File: src/rtl/mux8_rr_arbiter_pkg.sv
// Shared constants and types for the round-robin mux arbiter.
// Holds widths, requester count and the IDLE/BUSY state encoding.
package mux8_rr_arbiter_pkg;

    localparam int N     = 8;
    localparam int WIDTH = 16;
    localparam int SELW  = 3;

    typedef enum logic {
        IDLE = 1'b0,
        BUSY = 1'b1
    } state_e;

    function automatic logic [N-1:0] onehot(input logic [SELW-1:0] i);
        logic [N-1:0] v;
        v = '0;
        v[i] = 1'b1;
        return v;
    endfunction

endpackage

File: src/rtl/mux8_rr_arbiter_mux.sv
// Mux8Way16: 8-input, 16-bit word multiplexer.
// Ports: a..h data words, sel index, out selected word.
module Mux8Way16 (
    input  logic [15:0] a,
    input  logic [15:0] b,
    input  logic [15:0] c,
    input  logic [15:0] d,
    input  logic [15:0] e,
    input  logic [15:0] f,
    input  logic [15:0] g,
    input  logic [15:0] h,
    input  logic [2:0]  sel,
    output logic [15:0] out
);

    always_comb begin
        out = a;
        unique case (sel)
            3'd0: out = a;
            3'd1: out = b;
            3'd2: out = c;
            3'd3: out = d;
            3'd4: out = e;
            3'd5: out = f;
            3'd6: out = g;
            3'd7: out = h;
            default: out = a;
        endcase
    end

endmodule

File: src/rtl/mux8_rr_arbiter_rr_pick8.sv
// rr_pick8: first set bit of mask searching start, start+1, ... mod 8.
// Ports: mask, start in; any (mask non-zero) and idx (winner) out.
module rr_pick8
    import mux8_rr_arbiter_pkg::*;
(
    input  logic [N-1:0]    mask,
    input  logic [SELW-1:0] start,
    output logic            any,
    output logic [SELW-1:0] idx
);

    logic [SELW-1:0] pos;

    // Scan from the farthest offset down to zero so the closest
    // set bit to start is the last assignment and wins.
    always_comb begin
        any = 1'b0;
        idx = start;
        pos = start;
        for (int k = N - 1; k >= 0; k--) begin
            pos = start + SELW'(k);
            if (mask[pos]) begin
                any = 1'b1;
                idx = pos;
            end
        end
    end

endmodule

File: src/rtl/mux8_rr_arbiter.sv
// Round-robin arbiter sharing one 8-way 16-bit mux among 8 requesters.
// Ports: clock, reset_n, req, in_data in; out_valid/out_data/out_ready
// channel, out_sel (mux select), grant (one-hot), ack (transfer pulse).
module mux8_rr_arbiter
    import mux8_rr_arbiter_pkg::*;
(
    input  logic               clock,
    input  logic               reset_n,
    input  logic [N-1:0]       req,
    input  logic [N*WIDTH-1:0] in_data,
    input  logic               out_ready,
    output logic               out_valid,
    output logic [WIDTH-1:0]   out_data,
    output logic [SELW-1:0]    out_sel,
    output logic [N-1:0]       grant,
    output logic [N-1:0]       ack
);

    state_e            state_q, state_d;
    logic [SELW-1:0]   ptr_q, ptr_d;
    logic [SELW-1:0]   out_sel_q, out_sel_d;
    logic [N-1:0]      grant_q, grant_d;
    logic [WIDTH-1:0]  out_data_q, out_data_d;

    logic              handshake;
    logic [N-1:0]      pick_mask;
    logic [SELW-1:0]   pick_start;
    logic              pick_any;
    logic [SELW-1:0]   pick_idx;
    logic              load;
    logic [SELW-1:0]   mux_sel;
    logic [WIDTH-1:0]  mux_out;

    assign out_valid = (state_q == BUSY);
    assign out_data  = out_data_q;
    assign out_sel   = out_sel_q;
    assign grant     = grant_q;

    // A reset cycle discards the held word, so no handshake or ack
    // may be reported while reset_n is low.
    assign handshake = out_valid & out_ready & reset_n;
    assign ack       = grant_q & {N{handshake}};

    // One picker serves both paths: from ptr when idle, and from the
    // slot after the current grantee (excluding it) when finishing.
    always_comb begin
        pick_mask  = req;
        pick_start = ptr_q;
        if (state_q == BUSY) begin
            pick_mask  = req & ~grant_q;
            pick_start = out_sel_q + 3'd1;
        end
    end

    rr_pick8 u_pick (
        .mask  (pick_mask),
        .start (pick_start),
        .any   (pick_any),
        .idx   (pick_idx)
    );

    assign load    = pick_any & ((state_q == IDLE) | handshake);
    assign mux_sel = load ? pick_idx : out_sel_q;

    Mux8Way16 u_mux (
        .a   (in_data[0*WIDTH +: WIDTH]),
        .b   (in_data[1*WIDTH +: WIDTH]),
        .c   (in_data[2*WIDTH +: WIDTH]),
        .d   (in_data[3*WIDTH +: WIDTH]),
        .e   (in_data[4*WIDTH +: WIDTH]),
        .f   (in_data[5*WIDTH +: WIDTH]),
        .g   (in_data[6*WIDTH +: WIDTH]),
        .h   (in_data[7*WIDTH +: WIDTH]),
        .sel (mux_sel),
        .out (mux_out)
    );

    always_comb begin
        state_d    = state_q;
        ptr_d      = ptr_q;
        out_sel_d  = out_sel_q;
        grant_d    = grant_q;
        out_data_d = out_data_q;
        unique case (state_q)
            IDLE: begin
                grant_d = '0;
                if (load) begin
                    state_d    = BUSY;
                    out_sel_d  = pick_idx;
                    grant_d    = onehot(pick_idx);
                    out_data_d = mux_out;
                end
            end
            BUSY: begin
                if (handshake) begin
                    ptr_d = out_sel_q + 3'd1;
                    if (load) begin
                        out_sel_d  = pick_idx;
                        grant_d    = onehot(pick_idx);
                        out_data_d = mux_out;
                    end else begin
                        state_d = IDLE;
                        grant_d = '0;
                    end
                end
            end
            default: begin
                state_d = IDLE;
                grant_d = '0;
            end
        endcase
    end

    always_ff @(posedge clock) begin
        if (!reset_n) begin
            state_q    <= IDLE;
            ptr_q      <= '0;
            out_sel_q  <= '0;
            grant_q    <= '0;
            out_data_q <= '0;
        end else begin
            state_q    <= state_d;
            ptr_q      <= ptr_d;
            out_sel_q  <= out_sel_d;
            grant_q    <= grant_d;
            out_data_q <= out_data_d;
        end
    end

endmodule

File: config.mk
export PLATFORM = sky130hd
export DESIGN_NAME = mux8_rr_arbiter
export DESIGN_NICKNAME = d
export VERILOG_FILES = /design/src/rtl/mux8_rr_arbiter_pkg.sv /design/src/rtl/mux8_rr_arbiter_mux.sv /design/src/rtl/mux8_rr_arbiter_rr_pick8.sv /design/src/rtl/mux8_rr_arbiter.sv
export SDC_FILE = /design/constraint.sdc
export NUM_CORES = 1
export LEC_CHECK = 0
export BUFFER_PORTS_ARGS = -buffer_cell sky130_fd_sc_hd__buf_2
export CORE_ASPECT_RATIO = 0.9
export CORE_UTILIZATION = 48
export CTS_CLUSTER_SIZE = 14
export DETAILED_ROUTE_END_ITERATION = 10
export GPL_ROUTABILITY_DRIVEN = 0
export PLACE_DENSITY_LB_ADDON = 0.1
export SLEW_MARGIN = 20
export SYNTH_ARGS = -nofsm -noshare
export SYNTH_HDL_FRONTEND = slang
export SYNTH_SLANG_ARGS = --single-unit
File: constraint.sdc
create_clock -name clock -period 5.3 [get_ports clock]
set_input_delay 1.06 -clock clock [delete_from_list [all_inputs] [get_ports clock]]
set_output_delay 1.06 -clock clock [all_outputs]
set_load 0.005 [all_outputs]
==> out/qor.csv <==
stage,metric,value,unit
status,status,completed,
global_route,global-route wire length before repair,21000,µm
final_layout,Ant. Diodes,0,
clock_network,CTS sink count,31,
placed_design,DP HPWL,10800,µm
clock_network,Clock transition at path regs,0.08,ns
yosys,Yosys reg bits,31,
route,DR vias,4945,
final_layout,fill count,697,
clock_network,Worst-Skew Late Latency,0.29,ns
route,post-route ant nets,0,
pwr,P_int,1.29,mW
floorplan,die footprint,0.00819,mm²
pwr,combinational group share of total power,78.5,%
yosys,Avg Synthesized Cell Area,7.15,µm²
clock_network,CTS tree,built,
global_route,grt total ovfl,0,
worst_hold_path,worst hold endpoint,out_data[0],
global_route,largest net degree at the start of global routing,36,
worst_setup_path,RR Startpoint,out_valid,
clock_network,CTS max path bufs,2,
timing,final-report hold violation count,0,
floorplan,Die Width,95.3,µm
route,drt first pass iters,5,
clock_network,total CTS buffers,5,
timing,RSZ-0062 raised after global routing,false,
yosys,post-synth top area cell,dfxtp_1,
yosys,synthesized area,0.00376,mm²
worst_hold_path,min-delay src,out_data[0],
final_layout,flip-flop and latch area,621,µm²
floorplan,Die Height,86.0,µm
timing,Final period util,90.0,%
final_layout,Multi-input gate area,0.00296,mm²
timing,Slew headroom,35.3,%
clock_network,setup bufs post-CTS,0,
pwr,Flop pwr share,14.5,%
pwr,peak supply drop,0.000282,V
yosys,share of Yosys cell area claimed by the top area cell type,16.5,%
floorplan,Initial Utilization,49.8,%
route,Post-Route WL,13700,µm
pwr,switching portion of total power,54.2,%
worst_hold_path,Hold Crit Depth,2,
yosys,Netlist cell types,70,
worst_setup_path,Worst setup SP type,register,
worst_setup_path,Crit. End Element,register,
route,DRC,0,
clock_network,hold_buf cts,0,
pwr,Pwr Density,582,mW/mm²
yosys,Syn Inst Count,526,
final_layout,"most common cell after layout, fill and taps aside",buf_2,
yosys,Mapped Nets,667,
yosys,yosys warns,0,
worst_hold_path,worst hold-check path type,reg -> reg,
floorplan,num ports,175,
worst_setup_path,CP max stage delay,0.72,ns
final_layout,layout cells sized above 1,33.2,%
final_layout,"commonest non-fill, non-tap cells in the layout","buf_2 (174), nor2_1 (64), nand2_1 (51), o21ai_0 (34), dfxtp_1 (31)",
yosys,Most used DFF post-synth,dfxtp_1,
timing,clock skew,0.00687,ns
global_route,initial antenna violation count,0,
global_route,Tot GR Track Use,32.4,%
pwr,Leak,2.23,nW
clock_network,# H-tree levels,2,
yosys,"EDFF count, synth",0,
timing,Worst-Margin Slew,0.967,ns
timing,"Setup violations, final",0,
worst_setup_path,R2R depth,15,
yosys,leading post-synthesis cells by cell area,"dfxtp_1 (17%), mux2i_1 (7.5%), nor2_1 (6.4%)",
timing,Total Negative Setup Slacks,0,ns
yosys,post-synthesis async set-or-reset flop share,0,%
worst_setup_path,worst path arrival time,4.98,ns
worst_setup_path,WP data required,5.51,ns
worst_setup_path,worst-path cell chain,or2_2 -> nand2_1 -> inv_1 -> ha_1 -> or3_1 -> a21oi_1 -> o221ai_1 -> a221o_1 -> a21oi_1 -> buf_4 -> or2_2 -> nand3_1 -> o22ai_1 -> a2111oi_0 -> o31ai_1,
global_route,vias in the first global route,4484,
route,DRT iter0 DRCs,483,
route,DR WL/cell,17.4,µm
final_layout,post-route design area,0.00482,mm²
worst_setup_path,Max Fanout on Critical Path,16,
pwr,Clock Power Share,7.0,%
placed_design,Buffers on Ports,174,
timing,Final Max Slew Viols,0,
worst_setup_path,Worst R2R Setup Slack,0.53,ns
worst_setup_path,WS Path Type,reg -> reg,
final_layout,Synth-to-Final Area Change,28.3,%
clock_network,Clock Tree Root,clkbuf_8,
timing,Tmin final,4.77,ns
timing,FMAX,210,MHz
worst_setup_path,Crit-path slowest cell,dfxtp_1,
pwr,NetSw,1.52,mW
flow_run,Max Cap Viol,0,
worst_setup_path,FF-to-FF End,out_data[5],
floorplan,FP Rows,30,
yosys,sequential area share after synthesis,16.5,%
placed_design,Post-DP Area,0.00472,mm²
route,vias per cell,6.27,
floorplan,area of the core,0.00754,mm²
final_layout,Final #Nets,833,
[state kept, by name (all words and copies together), names as in the netlist]
name	cells
out_data	16
grant	8
out_sel	3
ptr_q	3
out_valid	1
[through the flow]
stage | hold slack, ns | power (mW) | worst slack [ns] | utilization [%] | cells
floorplan | 0.431 | 1.97 | 1.20 | - | 526
detailed placement | 0.444 | 2.56 | 0.251 | 62.6 | 781
finish | 0.461 | 2.81 | 0.529 | 63.9 | 789
global placement | 0.441 | 2.52 | 0.382 | 62.6 | 781
global route | 0.486 | 3.01 | 0.199 | 63.9 | 789
CTS | 0.462 | 2.76 | 0.362 | 63.8 | 789
[synth_stat cells, drive strengths merged (10+ instances only)]
cell type,number
dfxtp,31
and2,13
nand2,51
a21oi,17
and3,10
nor2,64
o31ai,12
nor3b,12
a2111oi,10
or2,10
a22oi,10
o21ai,39
o22ai,23
a21boi,14
mux2i,29
nand3,28
buf,19
clkbuf,14
[power by group through the flow]
stage / combinational, mW / sequential, mW / clock (mW)
floorplan: 1.58 / 0.392 / 0
global placement: 2.12 / 0.406 / 0
detailed placement: 2.15 / 0.408 / 0
CTS: 2.16 / 0.403 / 0.200
global route: 2.38 / 0.418 / 0.209
finish: 2.20 / 0.406 / 0.197
[metal layers]
metal  GRT usage, %  share of wire [%]  vias up
li1               -                  -     2363
met1           44.7                 42     2262
met4           8.40                1.9        0
met2           51.7                 46      289
met5              0                  0        -
met3           5.41                 10       31
[repair_timing]
item                                    CTS  global route
gates resized for setup                   0             1
hold endpoints to repair                  0             0
endpoints found under the setup margin    0             4
[area by class of cell]
type / instances / share of cell area, %
multi-input cells: 456 / 61.4
repair buffers: 192 / 20.9
flip-flops and latches: 31 / 12.9
well taps: 96 / 2.49
clock buffers: 5 / 1.43
clock inverters: 3 / 0.493
inverters: 6 / 0.467
[cells by family (layout without fill, tap and decap cells)]
family          count (synthesis)  in the layout  share of synthesized area (%)
xor+xnor                        6              6                           1.40
buf+inv                        39            206                           4.99
fa+ha+maj                       2              2                          0.665
flops                          31             31                           16.5
simple gates                  215            215                           27.7
compound gates                199            199                           38.7
mux                            34             34                           10.0
[how the worst max path moves through the flow]
stage	from	cells after the start	slack (ns)	to
CTS	out_valid	14	0.36	out_data[4]
global placement	req[3]	13	0.38	out_data[4]
detailed placement	req[3]	13	0.25	out_data[4]
floorplan	out_sel[0]	15	1.20	out_data[6]
finish	out_valid	15	0.53	out_data[5]
global route	out_valid	16	0.20	out_data[0]
[worst max-delay path: cells and delay by family (launching register included)]
kind,cells,cell delay (ns)
simple gates,5,1.65
compound gates,7,1.76
fa+ha+maj,1,0.28
buf+inv,2,0.30
flops,1,0.72
Note: power is estimated with default switching activity, not from simulation.
